### config.mk
export PLATFORM = sky130hd
export DESIGN_NAME = acc_cpu_ctrl_p
export DESIGN_NICKNAME = d
export VERILOG_FILES = /design/src/rtl/acc_cpu_pkg.sv /design/src/rtl/acc_mem_wait.sv /design/src/rtl/acc_cpu_ctrl_p.sv
export SDC_FILE = /design/constraint.sdc
export NUM_CORES = 1
export LEC_CHECK = 0
export BUFFER_PORTS_ARGS = -buffer_cell sky130_fd_sc_hd__buf_4
export CAP_MARGIN = 15
export CORE_AREA = 8 8 45 47
export DETAILED_ROUTE_END_ITERATION = 12
export DIE_AREA = 0 0 53 55
export GPL_TIMING_DRIVEN = 0
export PLACE_DENSITY = 0.73
export SLEW_MARGIN = 10
export SYNTH_ARGS = -nofsm -noshare
export SYNTH_HDL_FRONTEND = slang
export SYNTH_SLANG_ARGS = --single-unit
### constraint.sdc
create_clock -name clk -period 2.3 [get_ports clk]
set_clock_uncertainty 0.15 [all_clocks]
set_input_delay 0.115 -clock clk [delete_from_list [all_inputs] [get_ports clk]]
set_output_delay 0.115 -clock clk [all_outputs]
set_load 0.05 [all_outputs]
### src/rtl/acc_cpu_pkg.sv
// rtl/acc_cpu_pkg.sv - shared constants for the accumulator CPU controller
//
// Purpose: opcode values, FSM state encoding and ALU select codes used by
// acc_cpu_ctrl_p and its helpers. No ports.

package acc_cpu_pkg;

  // Opcode values (low three bits of the IR opcode field).
  localparam logic [2:0] OP_ADD = 3'd0;
  localparam logic [2:0] OP_LDA = 3'd1;
  localparam logic [2:0] OP_STA = 3'd2;
  localparam logic [2:0] OP_JMP = 3'd3;
  localparam logic [2:0] OP_SUB = 3'd4;
  localparam logic [2:0] OP_JZ  = 3'd5;
  localparam logic [2:0] OP_AND = 3'd6;
  localparam logic [2:0] OP_HLT = 3'd7;

  // Controller state encoding.
  typedef enum logic [2:0] {
    ST_RST   = 3'd0,
    ST_FETCH = 3'd1,
    ST_EXEC  = 3'd2,
    ST_MEMX  = 3'd3,
    ST_HLT   = 3'd4
  } state_t;

  // ALU select codes.
  localparam logic [1:0] ALU_ADD = 2'b00;
  localparam logic [1:0] ALU_SUB = 2'b01;
  localparam logic [1:0] ALU_AND = 2'b10;
  localparam logic [1:0] ALU_MEM = 2'b11;

endpackage

### src/rtl/acc_mem_wait.sv
// rtl/acc_mem_wait.sv - memory access completion tracker (wait counter / ready)
//
// Purpose: holds the 4-bit wait counter and reports when the current memory
// access is complete.
// Ports:
//   clk, reset    clock, synchronous active-high reset
//   clear         force the counter to 0 (controller not in an access state)
//   enable        controller is in an access state this cycle
//   mem_ready     external completion handshake (used only when USE_READY=1)
//   done          access completes this cycle

module acc_mem_wait #(
  parameter int WAIT_CYCLES = 1,
  parameter int USE_READY   = 0
) (
  input  logic clk,
  input  logic reset,
  input  logic clear,
  input  logic enable,
  input  logic mem_ready,
  output logic done
);

  logic [3:0] wcnt;

  assign done = (USE_READY != 0) ? mem_ready : (wcnt == 4'(WAIT_CYCLES));

  // Counter restarts on the completing cycle so the next access (the
  // following state) always begins from zero.
  always_ff @(posedge clk) begin
    if (reset || clear) begin
      wcnt <= 4'd0;
    end else if (enable) begin
      wcnt <= done ? 4'd0 : wcnt + 4'd1;
    end
  end

endmodule

### src/rtl/acc_cpu_ctrl_p.sv
// rtl/acc_cpu_ctrl_p.sv - multi-cycle fetch/execute controller for the accumulator CPU
//
// Purpose: sequences fetch, execute and memory-operand phases and decodes the
// datapath control strobes from the current state and IR opcode.
// Ports:
//   clk, reset        clock, synchronous active-high reset
//   op_code[OPW-1:0]  IR opcode field; codes >= 8 act as NOP
//   ac_zero           accumulator-is-zero flag for JZ
//   mem_ready         access completion handshake (USE_READY=1 only)
//   rd_mem, wr_mem    memory read / write strobes
//   pc_on_adr         PC drives the address bus
//   ir_on_adr         IR address field drives the address bus
//   ld_ir, ld_ac      load IR / AC
//   ld_pc, inc_pc     load PC from IR / increment PC
//   clr_pc            clear PC
//   alu_sel[1:0]      ALU function select
//   instr_done        pulse on the last cycle of each instruction
//   halted            high while stopped in HLT

module acc_cpu_ctrl_p
  import acc_cpu_pkg::*;
#(
  parameter int OPW         = 3,
  parameter int WAIT_CYCLES = 1,
  parameter int USE_READY   = 0
) (
  input  logic           clk,
  input  logic           reset,
  input  logic [OPW-1:0] op_code,
  input  logic           ac_zero,
  input  logic           mem_ready,
  output logic           rd_mem,
  output logic           wr_mem,
  output logic           pc_on_adr,
  output logic           ir_on_adr,
  output logic           ld_ir,
  output logic           ld_ac,
  output logic           ld_pc,
  output logic           inc_pc,
  output logic           clr_pc,
  output logic [1:0]     alu_sel,
  output logic           instr_done,
  output logic           halted
);

  state_t     state;
  state_t     state_nxt;
  logic       in_access;
  logic       acc_done;
  logic [2:0] op_lo;
  logic       op_ext;

  // Any set bit above bit 2 makes the opcode a NOP.
  assign op_lo = op_code[2:0];
  generate
    if (OPW > 3) begin : g_ext
      assign op_ext = |op_code[OPW-1:3];
    end else begin : g_noext
      assign op_ext = 1'b0;
    end
  endgenerate

  assign in_access = (state == ST_FETCH) || (state == ST_MEMX);

  acc_mem_wait #(
    .WAIT_CYCLES (WAIT_CYCLES),
    .USE_READY   (USE_READY)
  ) u_mem_wait (
    .clk       (clk),
    .reset     (reset),
    .clear     (!in_access),
    .enable    (in_access),
    .mem_ready (mem_ready),
    .done      (acc_done)
  );

  always_ff @(posedge clk) begin
    if (reset) begin
      state <= ST_RST;
    end else begin
      state <= state_nxt;
    end
  end

  always_comb begin
    state_nxt  = state;
    rd_mem     = 1'b0;
    wr_mem     = 1'b0;
    pc_on_adr  = 1'b0;
    ir_on_adr  = 1'b0;
    ld_ir      = 1'b0;
    ld_ac      = 1'b0;
    ld_pc      = 1'b0;
    inc_pc     = 1'b0;
    clr_pc     = 1'b0;
    alu_sel    = ALU_ADD;
    instr_done = 1'b0;
    halted     = 1'b0;

    case (state)
      ST_RST: begin
        clr_pc    = 1'b1;
        state_nxt = ST_FETCH;
      end

      ST_FETCH: begin
        pc_on_adr = 1'b1;
        rd_mem    = 1'b1;
        if (acc_done) begin
          ld_ir     = 1'b1;
          inc_pc    = 1'b1;
          state_nxt = ST_EXEC;
        end
      end

      ST_EXEC: begin
        state_nxt  = ST_FETCH;
        instr_done = 1'b1;
        if (!op_ext) begin
          case (op_lo)
            OP_ADD: begin
              ld_ac   = 1'b1;
              alu_sel = ALU_ADD;
            end
            OP_SUB: begin
              ld_ac   = 1'b1;
              alu_sel = ALU_SUB;
            end
            OP_AND: begin
              ld_ac   = 1'b1;
              alu_sel = ALU_AND;
            end
            OP_JMP: ld_pc = 1'b1;
            OP_JZ:  ld_pc = ac_zero;
            OP_LDA, OP_STA: begin
              instr_done = 1'b0;
              state_nxt  = ST_MEMX;
            end
            OP_HLT: state_nxt = ST_HLT;
            default: ;
          endcase
        end
      end

      ST_MEMX: begin
        ir_on_adr = 1'b1;
        if (!op_ext && op_lo == OP_LDA) begin
          rd_mem  = 1'b1;
          alu_sel = ALU_MEM;
          ld_ac   = acc_done;
        end else if (!op_ext && op_lo == OP_STA) begin
          wr_mem = 1'b1;
        end
        // IR is stable here, so only LDA/STA reach this state; any other
        // code simply finishes the access without strobes.
        if (acc_done) begin
          instr_done = 1'b1;
          state_nxt  = ST_FETCH;
        end
      end

      ST_HLT: halted = 1'b1;

      default: state_nxt = ST_RST;
    endcase
  end

endmodule

## Yosys cells after proc, flatten, opt, wreduce, memory -nomap -nowiden

Index checks and enable logic that the tools add are counted.

- $add $sub $neg: 1
- Equality and inequality tests: 14
- Multiplexer cells: 26
- Bitwise operators: 1
- Reduce and logical (&&, ||, !) cells: 8

Operators by type and width:

| cell | count |
|---|---|
| $eq A3 B3 Y1 const B | 5 |
| $pmux W3 S5 | 1 |
| $mux W1 | 14 |
| $eq A3 B2 Y1 const B | 4 |
| $pmux W1 S2 | 4 |
| $pmux W2 S2 | 2 |
| $eq A3 B1 Y1 const B | 2 |
| $logic_not A3 Y1 | 2 |
| $mux W3 | 2 |
| $pmux W3 S2 | 1 |
| $add A4 B1 Y4 const B | 1 |
| $eq A4 B1 Y1 const B | 1 |
| $mux W4 | 1 |
| $ne A2 B2 Y1 const B | 2 |
| $reduce_and A3 Y1 | 1 |
| $reduce_or A3 Y1 | 1 |
| $logic_or A1 B1 Y1 | 2 |
| $mux W2 | 1 |
| $reduce_or A2 Y1 | 1 |
| $logic_not A1 Y1 | 1 |
| $not A1 Y1 | 1 |

- Register bits: 7
- Output and inout port bits: 13
- Logic and storage cells: 52

## Logic depth before layout (Yosys ltp)

Gate-level depths: netlist (run 1).

- Depth after elaboration: 4
- Gate-level depth with buffers: 4

## Hierarchy

A second synthesis (run 1) with hierarchy kept.

- Cell total of the unflattened synthesis: 67
- Area, all modules: 541.8 µm²

By module, submodules not included:

| module | instances | cells each | area an instance (µm²) | seq. area each (µm²) |
|---|---|---|---|---|
| acc_cpu_ctrl_p | 1 | 47 | 344.1 | 60.1 |
| acc_mem_wait | 1 | 20 | 197.7 | 80.1 |

## Worst setup path after synthesis (run 1)

Ideal clock, no wire load.

- Path type: register to output
- Start: register u_mem_wait.wcnt[3]
- End: output port ld_ir
- Arrival time: 2.351 ns
- Data required time: 2.035 ns
- Setup slack: -0.316 ns
- Cell stages (with the launch flop): 4
- Path buffers: 1
- Cell sequence: dfxtp_1 > or4b_4 > nor3_1 > buf_4

- Word-level cells in the longest chain between the ends: 3

Ends and longest elaborated chain:

| element | RTL line | text |
|---|---|---|
| start: declaration | acc_mem_wait.sv:24 | `logic [3:0] wcnt;` |
| start signal: assignment | acc_mem_wait.sv:34 | `wcnt <= done ? 4'd0 : wcnt + 4'd1;` |
| $eq A4 B1 Y1 | acc_mem_wait.sv:26 | `assign done = (USE_READY != 0) ? mem_ready : (wcnt == 4'(WAIT_CYCLES));` |
| $mux W1 (2 in series) | - |  |
| end: declaration | acc_cpu_ctrl_p.sv:36 | `output logic ld_ir,` |

Every way passes these cells.

## Worst setup path in the final report (run 1)

- Start: register u_mem_wait.wcnt[3]
- End: output port ld_ac

- Word-level cells in the longest chain between the ends: 3

Ends and longest elaborated chain:

| element | RTL line | text |
|---|---|---|
| $eq A4 B1 Y1 | acc_mem_wait.sv:26 |  |
| $mux W1 | acc_cpu_ctrl_p.sv:147 | `if (!op_ext && op_lo == OP_LDA) begin` |
| $pmux W1 S2 | acc_cpu_ctrl_p.sv:100 | `case (state)` |
| end: declaration | acc_cpu_ctrl_p.sv:37 | `output logic ld_ac,` |

Every way passes these cells.

==> results of run 1 <==
final cells by class:
class                      instances  area (sq um)
buffer                             6          26.3
clock buffer                       4          26.3
fill                             149           684
inverter                           1          3.75
multi-input combinational         55           353
sequential                         7           140
tap                               16          20.0
timing repair buffer              17           130
registers in the layout, summed over array words and instances (netlist names):
name             flops
u_mem_wait.wcnt      4
state                3
metrics by stage:
stage | cells | utilization, %
finish | 106 | 50.5
global route | 106 | 50.5
CTS | 106 | 50.5
detailed placement | 101 | 47.9
global placement | 101 | 47.9
floorplan | 69 | -
cells in the final DEF, fill, tap and decap left out, drive strengths merged, types with 2 or more instances in the layout:
cell	netlist	layout
xor2	2	2
o21ai	3	3
nor3	4	4
buf	1	17
nor2	8	8
clkbuf	5	9
mux2i	2	2
a21oi	3	3
nand3b	2	2
nand2	4	4
nand3	2	2
nand2b	6	6
dfxtp	7	7
nor3b	5	5
nor2b	4	4
worst reg2reg max path: cells and delay by family, from the launching register on:
family | cells | cell delay [ns]
simple gates | 2 | 0.80
compound gates | 1 | 0.25
flops | 1 | 0.33
power breakdown:
part           switching [W]  total [W]  internal [W]
logic              0.0000574  0.0000890     0.0000316
registers         0.00000379   0.000129      0.000125
clock network      0.0000437   0.000110     0.0000661
total               0.000105   0.000327      0.000222
worst paths after layout:
kind,start,to,depth (start not counted),slack (ns)
setup / recovery,u_mem_wait.wcnt[3],ld_ac,4,0.13
hold / removal,op_code[0],state[2],4,0.21
setup reg to reg,u_mem_wait.wcnt[3],state[1],3,0.65
hold reg to reg,u_mem_wait.wcnt[0],u_mem_wait.wcnt[0],1,0.32
routing by layer:
layer	part of all wire [%]	GRT usage, %	up-vias
met5	0	0	-
met4	0	6.47	0
met3	9.2	2.41	0
met2	48	16.4	11
met1	42	9.27	246
li1	-	-	285
what timing repair did:
action                    CTS  global route
hold buffers                1             0
setup buffers               0             0
hold endpoints to repair    2             0
synth_stat cells:
| master | number |
|---|---|
| and4_1 | 1 |
| or4b_4 | 1 |
| nor2b_1 | 4 |
| nor2_1 | 8 |
| a2111oi_0 | 1 |
| dfxtp_1 | 7 |
| and3_1 | 1 |
| a21oi_1 | 3 |
| a211o_1 | 1 |
| or4_1 | 1 |
| nor3b_1 | 5 |
| nor3_1 | 4 |
| or2_2 | 1 |
| nor4b_1 | 1 |
| xor2_1 | 2 |
| inv_1 | 1 |
| mux2i_1 | 2 |
| nand2_1 | 4 |
| clkbuf_1 | 5 |
| o21ai_0 | 3 |
| and4bb_2 | 1 |
| buf_4 | 1 |
| nand2b_1 | 6 |
| nand3b_1 | 2 |
| nand3_1 | 2 |
| o32ai_1 | 1 |
cells by family (layout without fill, tap and decap cells):
family,count (synthesis),after routing
buffers and inverters,7,28
AOI/OAI and AO/OA,9,9
and+or+nand+nor,42,42
xor gates and xnor gates,2,2
DFF,7,7
muxes,2,2
==> impl_metrics.py, run 1 <==
metrics = {
    "placement": {
        "routabilityCongestion": 0.770,
        "post-place-ws_ns": 0.395,
        "placedInstanceArea_sq_um": 663,
        "buffer_ports.inserted": 16,
        "half_perimeter_wire_length_after_placement_um": 963,
    },
    "grt": {
        "vias_in_the_first_global_route": 498,
        "antenna_found_initial": 0,
        "overflow": 0,
        "globalRouteTotalUtil_pct": 9.23,
        "grt_first_pass_wirelength_um": 2080,
        "grt_max_degree": 11,
    },
    "logic_synthesis": {
        "synth_compound_area_share_pct": 10.9,
        "synth-simple-area-share_pct": 49.0,
        "syn_avg_cell_area_sq_um": 7.51,
        "muxShareOfSynthArea_pct": 3.86,
        "netlist_area_sq_um": 518,
        "ys_seq_elements": 7,
        "syn_inst": 69,
        "post_synth_xor_area_fraction_pct": 3.38,
        "synthAdderAreaFrac_pct": 0,
        "yosysWarnings": 0,
        "netlist-cell-type-count": 26,
        "synth_top_cells_by_area": "dfxtp_1 (27%), nand2b_1 (7.2%), nor3b_1 (7.2%), nor2_1 (5.8%), nor2b_1 (4.8%)",
        "synth_largest_area_cell": "dfxtp_1",
        "synth_sequential_area_ratio_pct": 27.1,
        "post_syn_nets": 76,
        "synth_top_family_by_area": "simple AND/OR/NAND/NOR gates",
        "netlist.area_leader.share_pct": 27.1,
    },
    "routing": {
        "initialDrtViolationCount": 2,
        "wirelength_um": 1270,
        "post_drt_wl_per_cell_um": 12.0,
        "vias_per_cell": 5.11,
        "vias": 542,
        "dr.pass1.iters": 3,
        "drc": 0,
        "final_antenna_net_count": 0,
    },
    "finish": {
        "finish.instance_area_sq_um": 699,
        "flow.area_growth_from_synthesis_pct": 35.0,
        "antenna_cells": 0,
        "layout-drive-gt1-share_pct": 26.7,
        "nets": 98,
    },
    "floorplan": {
        "effective_utilization_at_floorplan_pct": 37.4,
        "core_area_sq_mm": 0.00138,
        "placement_rows": 14,
        "design.die.area_sq_mm": 0.00292,
        "die-width_um": 53,
        "ios": 20,
        "die_h_um": 55,
    },
    "clocking": {
        "clk_root_buffer_cell": "clkbuf_4",
        "cts.reportedPaths.clkPinSlew_ns": 0.05,
        "cts_inserted_buffers": 3,
        "htree_levels": 1,
        "tritoncts": "built",
        "cts_resized": 0,
        "clock-sinks": 7,
        "clock_insertion_delay_worst_skew_ns": 0.25,
        "clock_tree.buffer_depth": 2,
    },
    "run_status": {
        "run_status": "finished clean",
    },
    "critical_path": {
        "path_max_fanout": 6,
        "ordered_list_of_cells_on_the_worst_path": "or4b_4 -> or4_1 -> nand2_1 -> buf_4",
        "worstSetupPathType": "flip-flop to output port",
        "setup.worst_path.end_class": "output port",
        "cp.arrival_ns": 1.91,
        "worst_ep_required_time_ns": 2.04,
        "timing.critical_path.slowest_cell_delay_ns": 0.59,
        "worstSetupStartpointType": "flip-flop",
        "critical-path-top-delay-family": "simple AND/OR/NAND/NOR gates",
        "cpMaxStageDelayCell": "or4b_4",
        "critical_path.n_buffers_inverters": 1,
    },
    "sta": {
        "post-route-worst-setup-slack_ns": 0.127,
        "worst-slew-pin-transition_ns": 0.406,
        "post-route-period-util_pct": 94.5,
        "finalHoldWorstSlack_ns": 0.213,
        "report.final.hold_viol_count": 0,
        "timing.setup.tns_ns": 0,
        "fmaxAchievable_mhz": 460,
        "slew_viol_final": 0,
        "finalSetupViolations": 0,
        "relSlewSlack_pct": 72.9,
        "final_period_minus_worst_setup_slack_ns": 2.17,
        "grt_setup_unrepaired": "false",
    },
    "power": {
        "fin_total_pwr_w": 0.000327,
        "power-per-cell-area_mw_per_mm2": 468,
        "vdd.ir_drop.worst_uv": 228,
        "total_leakage_power_nw": 0.302,
    },
    "job": {
        "cap_violations": 0,
    },
    "hold_path": {
        "worst_hold_path_type": "primary input to flip-flop",
    },
}
Note: power is estimated with default switching activity, not from simulation.
==> run 2, diff against run 1 <==
==> constraint.sdc (replaced) <==
create_clock -name clk -period 2.3 [get_ports clk]
set_clock_uncertainty 0.15 [all_clocks]
set_input_delay 0.115 -clock clk [delete_from_list [all_inputs] [get_ports clk]]
set_output_delay 0.115 -clock clk [all_outputs]
set_load 0.005 [all_outputs]
==> impl_metrics.py, run 2 (synthesis results as in run 1) <==
metrics = {
    "job": {
        "cap_violations": 0,
    },
    "sta": {
        "fmaxAchievable_mhz": 481,
        "worst-slew-pin-transition_ns": 0.416,
        "post-route-period-util_pct": 90.4,
        "report.final.hold_viol_count": 0,
        "slew_viol_final": 0,
        "grt_setup_unrepaired": "false",
        "relSlewSlack_pct": 72.2,
        "timing.setup.tns_ns": 0,
        "finalSetupViolations": 0,
        "post-route-worst-setup-slack_ns": 0.222,
        "final_period_minus_worst_setup_slack_ns": 2.08,
    },
    "critical_path": {
        "path_max_fanout": 6,
        "critical-path-top-delay-family": "simple AND/OR/NAND/NOR gates",
        "worstSetupStartpointType": "flip-flop",
        "ff2ff_setup_slack_ns": 0.66,
        "crit-reg2reg-capture": "state[1]",
        "cpMaxStageDelayCell": "or4b_4",
        "setup.worst_path.end_class": "output port",
        "timing.critical_path.slowest_cell_delay_ns": 0.53,
        "worst_ep_required_time_ns": 2.04,
        "worstSetupPathType": "flip-flop to output port",
        "worst-path-stages": 4,
        "ordered_list_of_cells_on_the_worst_path": "or4b_4 -> or4_1 -> nand2_1 -> buf_4",
        "critical_path.n_buffers_inverters": 1,
        "cp.arrival_ns": 1.81,
        "rr_startpoint": "u_mem_wait.wcnt[0]",
        "worstRegToRegCells": 3,
    },
    "power": {
        "total_leakage_power_nw": 0.300,
        "vdd.ir_drop.worst_uv": 288,
        "share_of_total_power_in_sequential_cells_pct": 43.1,
        "clockPowerShare_pct": 36.9,
        "power.share.combinational_pct": 20.0,
        "power-per-cell-area_mw_per_mm2": 430,
        "total_switching_power_w": 0.0000773,
        "p_sw_share_pct": 25.9,
        "cell_internal_pwr_w": 0.000221,
    },
    "routing": {
        "vias_per_cell": 5.03,
        "vias": 533,
        "drc": 0,
        "post_drt_wl_per_cell_um": 11.5,
        "dr.pass1.iters": 4,
        "initialDrtViolationCount": 3,
        "wirelength_um": 1220,
        "final_antenna_net_count": 0,
    },
    "finish": {
        "sequential_cell_area_sq_um": 140,
        "multiInputGateArea_sq_um": 348,
        "n_fill_cell": 149,
        "flow.area_growth_from_synthesis_pct": 34.1,
        "nets": 98,
        "final_cell_mix": "buf_4 (17), nor2_1 (8), dfxtp_1 (7)",
        "largest_register_ffs": 4,
        "finish.instance_area_sq_um": 694,
        "layout-drive-gt1-share_pct": 25.6,
        "antenna_cells": 0,
        "largest-register": "u_mem_wait.wcnt",
        "post-route-util_pct": 50.2,
        "reg.largest.list": "u_mem_wait.wcnt x4, state x3",
        "layout_commonest_cell": "buf_4",
    },
    "floorplan": {
        "die_h_um": 55,
        "ios": 20,
        "design.die.area_sq_mm": 0.00292,
        "placement_rows": 14,
        "effective_utilization_at_floorplan_pct": 37.4,
        "die-width_um": 53,
        "core_area_sq_mm": 0.00138,
    },
    "hold_path": {
        "startpoint_of_the_worst_hold_path": "op_code[0]",
        "holdPathStages": 4,
        "worst_hold_path_type": "primary input to flip-flop",
        "hold-path-endpoint": "state[2]",
    },
    "grt": {
        "antenna_found_initial": 0,
        "overflow": 0,
        "grt_first_pass_wirelength_um": 2150,
        "grt_max_degree": 11,
        "vias_in_the_first_global_route": 522,
        "globalRouteTotalUtil_pct": 9.73,
    },
    "clocking": {
        "clock-sinks": 7,
        "clk_root_buffer_cell": "clkbuf_4",
        "clock_tree.buffer_depth": 2,
        "htree_levels": 1,
        "cts.reportedPaths.clkPinSlew_ns": 0.05,
        "clock_insertion_delay_worst_skew_ns": 0.25,
        "cts_inserted_buffers": 3,
        "tritoncts": "built",
    },
    "placement": {
        "post-place-ws_ns": 0.491,
        "buffer_ports.inserted": 16,
        "half_perimeter_wire_length_after_placement_um": 951,
        "routabilityCongestion": 0.756,
        "placedInstanceArea_sq_um": 658,
    },
    "run_status": {
        "run_status": "finished clean",
    },
}
run 2: cell count changes in the layout (fill, tap and decap cells not counted):
| cell | before | now |
|---|---|---|
| nor3_1 | 3 | 4 |
| nor3_2 | 1 | 0 |
run 2: timing repair:
item | in CTS | in global routing
buffers inserted | 0 | 0
hold endpoints to repair | 2 | 0
gates resized for setup | 0 | 0
hold buffers | 1 | 0
run 2: how the worst max path moves through the flow:
stage,from,end
6_report,u_mem_wait.wcnt[0],ld_ac
5_1_grt,u_mem_wait.wcnt[0],ld_ac
4_1_cts,u_mem_wait.wcnt[3],ld_ac
3_5_place_dp,u_mem_wait.wcnt[3],ld_ac
3_3_place_gp,u_mem_wait.wcnt[3],ld_ac
2_1_floorplan,u_mem_wait.wcnt[3],ld_ac
run 2: metrics by stage:
step                      cells  total power [W]  hold slack, ns
after floorplan              69         0.000165          0.0408
after global placement      101         0.000189           0.172
after detailed placement    101         0.000190           0.177
after CTS                   106         0.000304           0.193
after global routing        106         0.000321           0.238
final                       106         0.000299           0.196
run 2: metal layers:
| layer | vias up | part of all wire [%] | GRT usage [%] |
|---|---|---|---|
| met4 | 0 | 1.7 | 6.47 |
| met5 | - | 0 | 0 |
| li1 | 282 | - | - |
| met2 | 14 | 48 | 16.8 |
| met1 | 234 | 40 | 10.0 |
| met3 | 3 | 10 | 2.94 |
run 2: power by group through the flow:
stage	Combinational [W]	Sequential [W]	Clock, W
2_1_floorplan	0.0000353	0.000130	0
3_3_place_gp	0.0000585	0.000131	0
3_5_place_dp	0.0000588	0.000131	0
4_1_cts	0.0000606	0.000129	0.000115
5_1_grt	0.0000667	0.000129	0.000125
6_report	0.0000598	0.000129	0.000110
run 2: layout make-up:
cell class / count / area share [%]
multi-input combinational: 55 / 50.1
sequential: 7 / 20.2
timing repair buffer: 17 / 18.7
clock buffer: 4 / 3.78
buffer: 6 / 3.78
tap: 16 / 2.88
inverter: 1 / 0.541
run 2: worst reg2reg max path, delay by kind of cell, from the launching register on:
kind | cells | cell delay, ns
AO/OA/AOI/OAI | 1 | 0.26
flip-flops | 1 | 0.38
AND/OR/NAND/NOR | 2 | 0.75
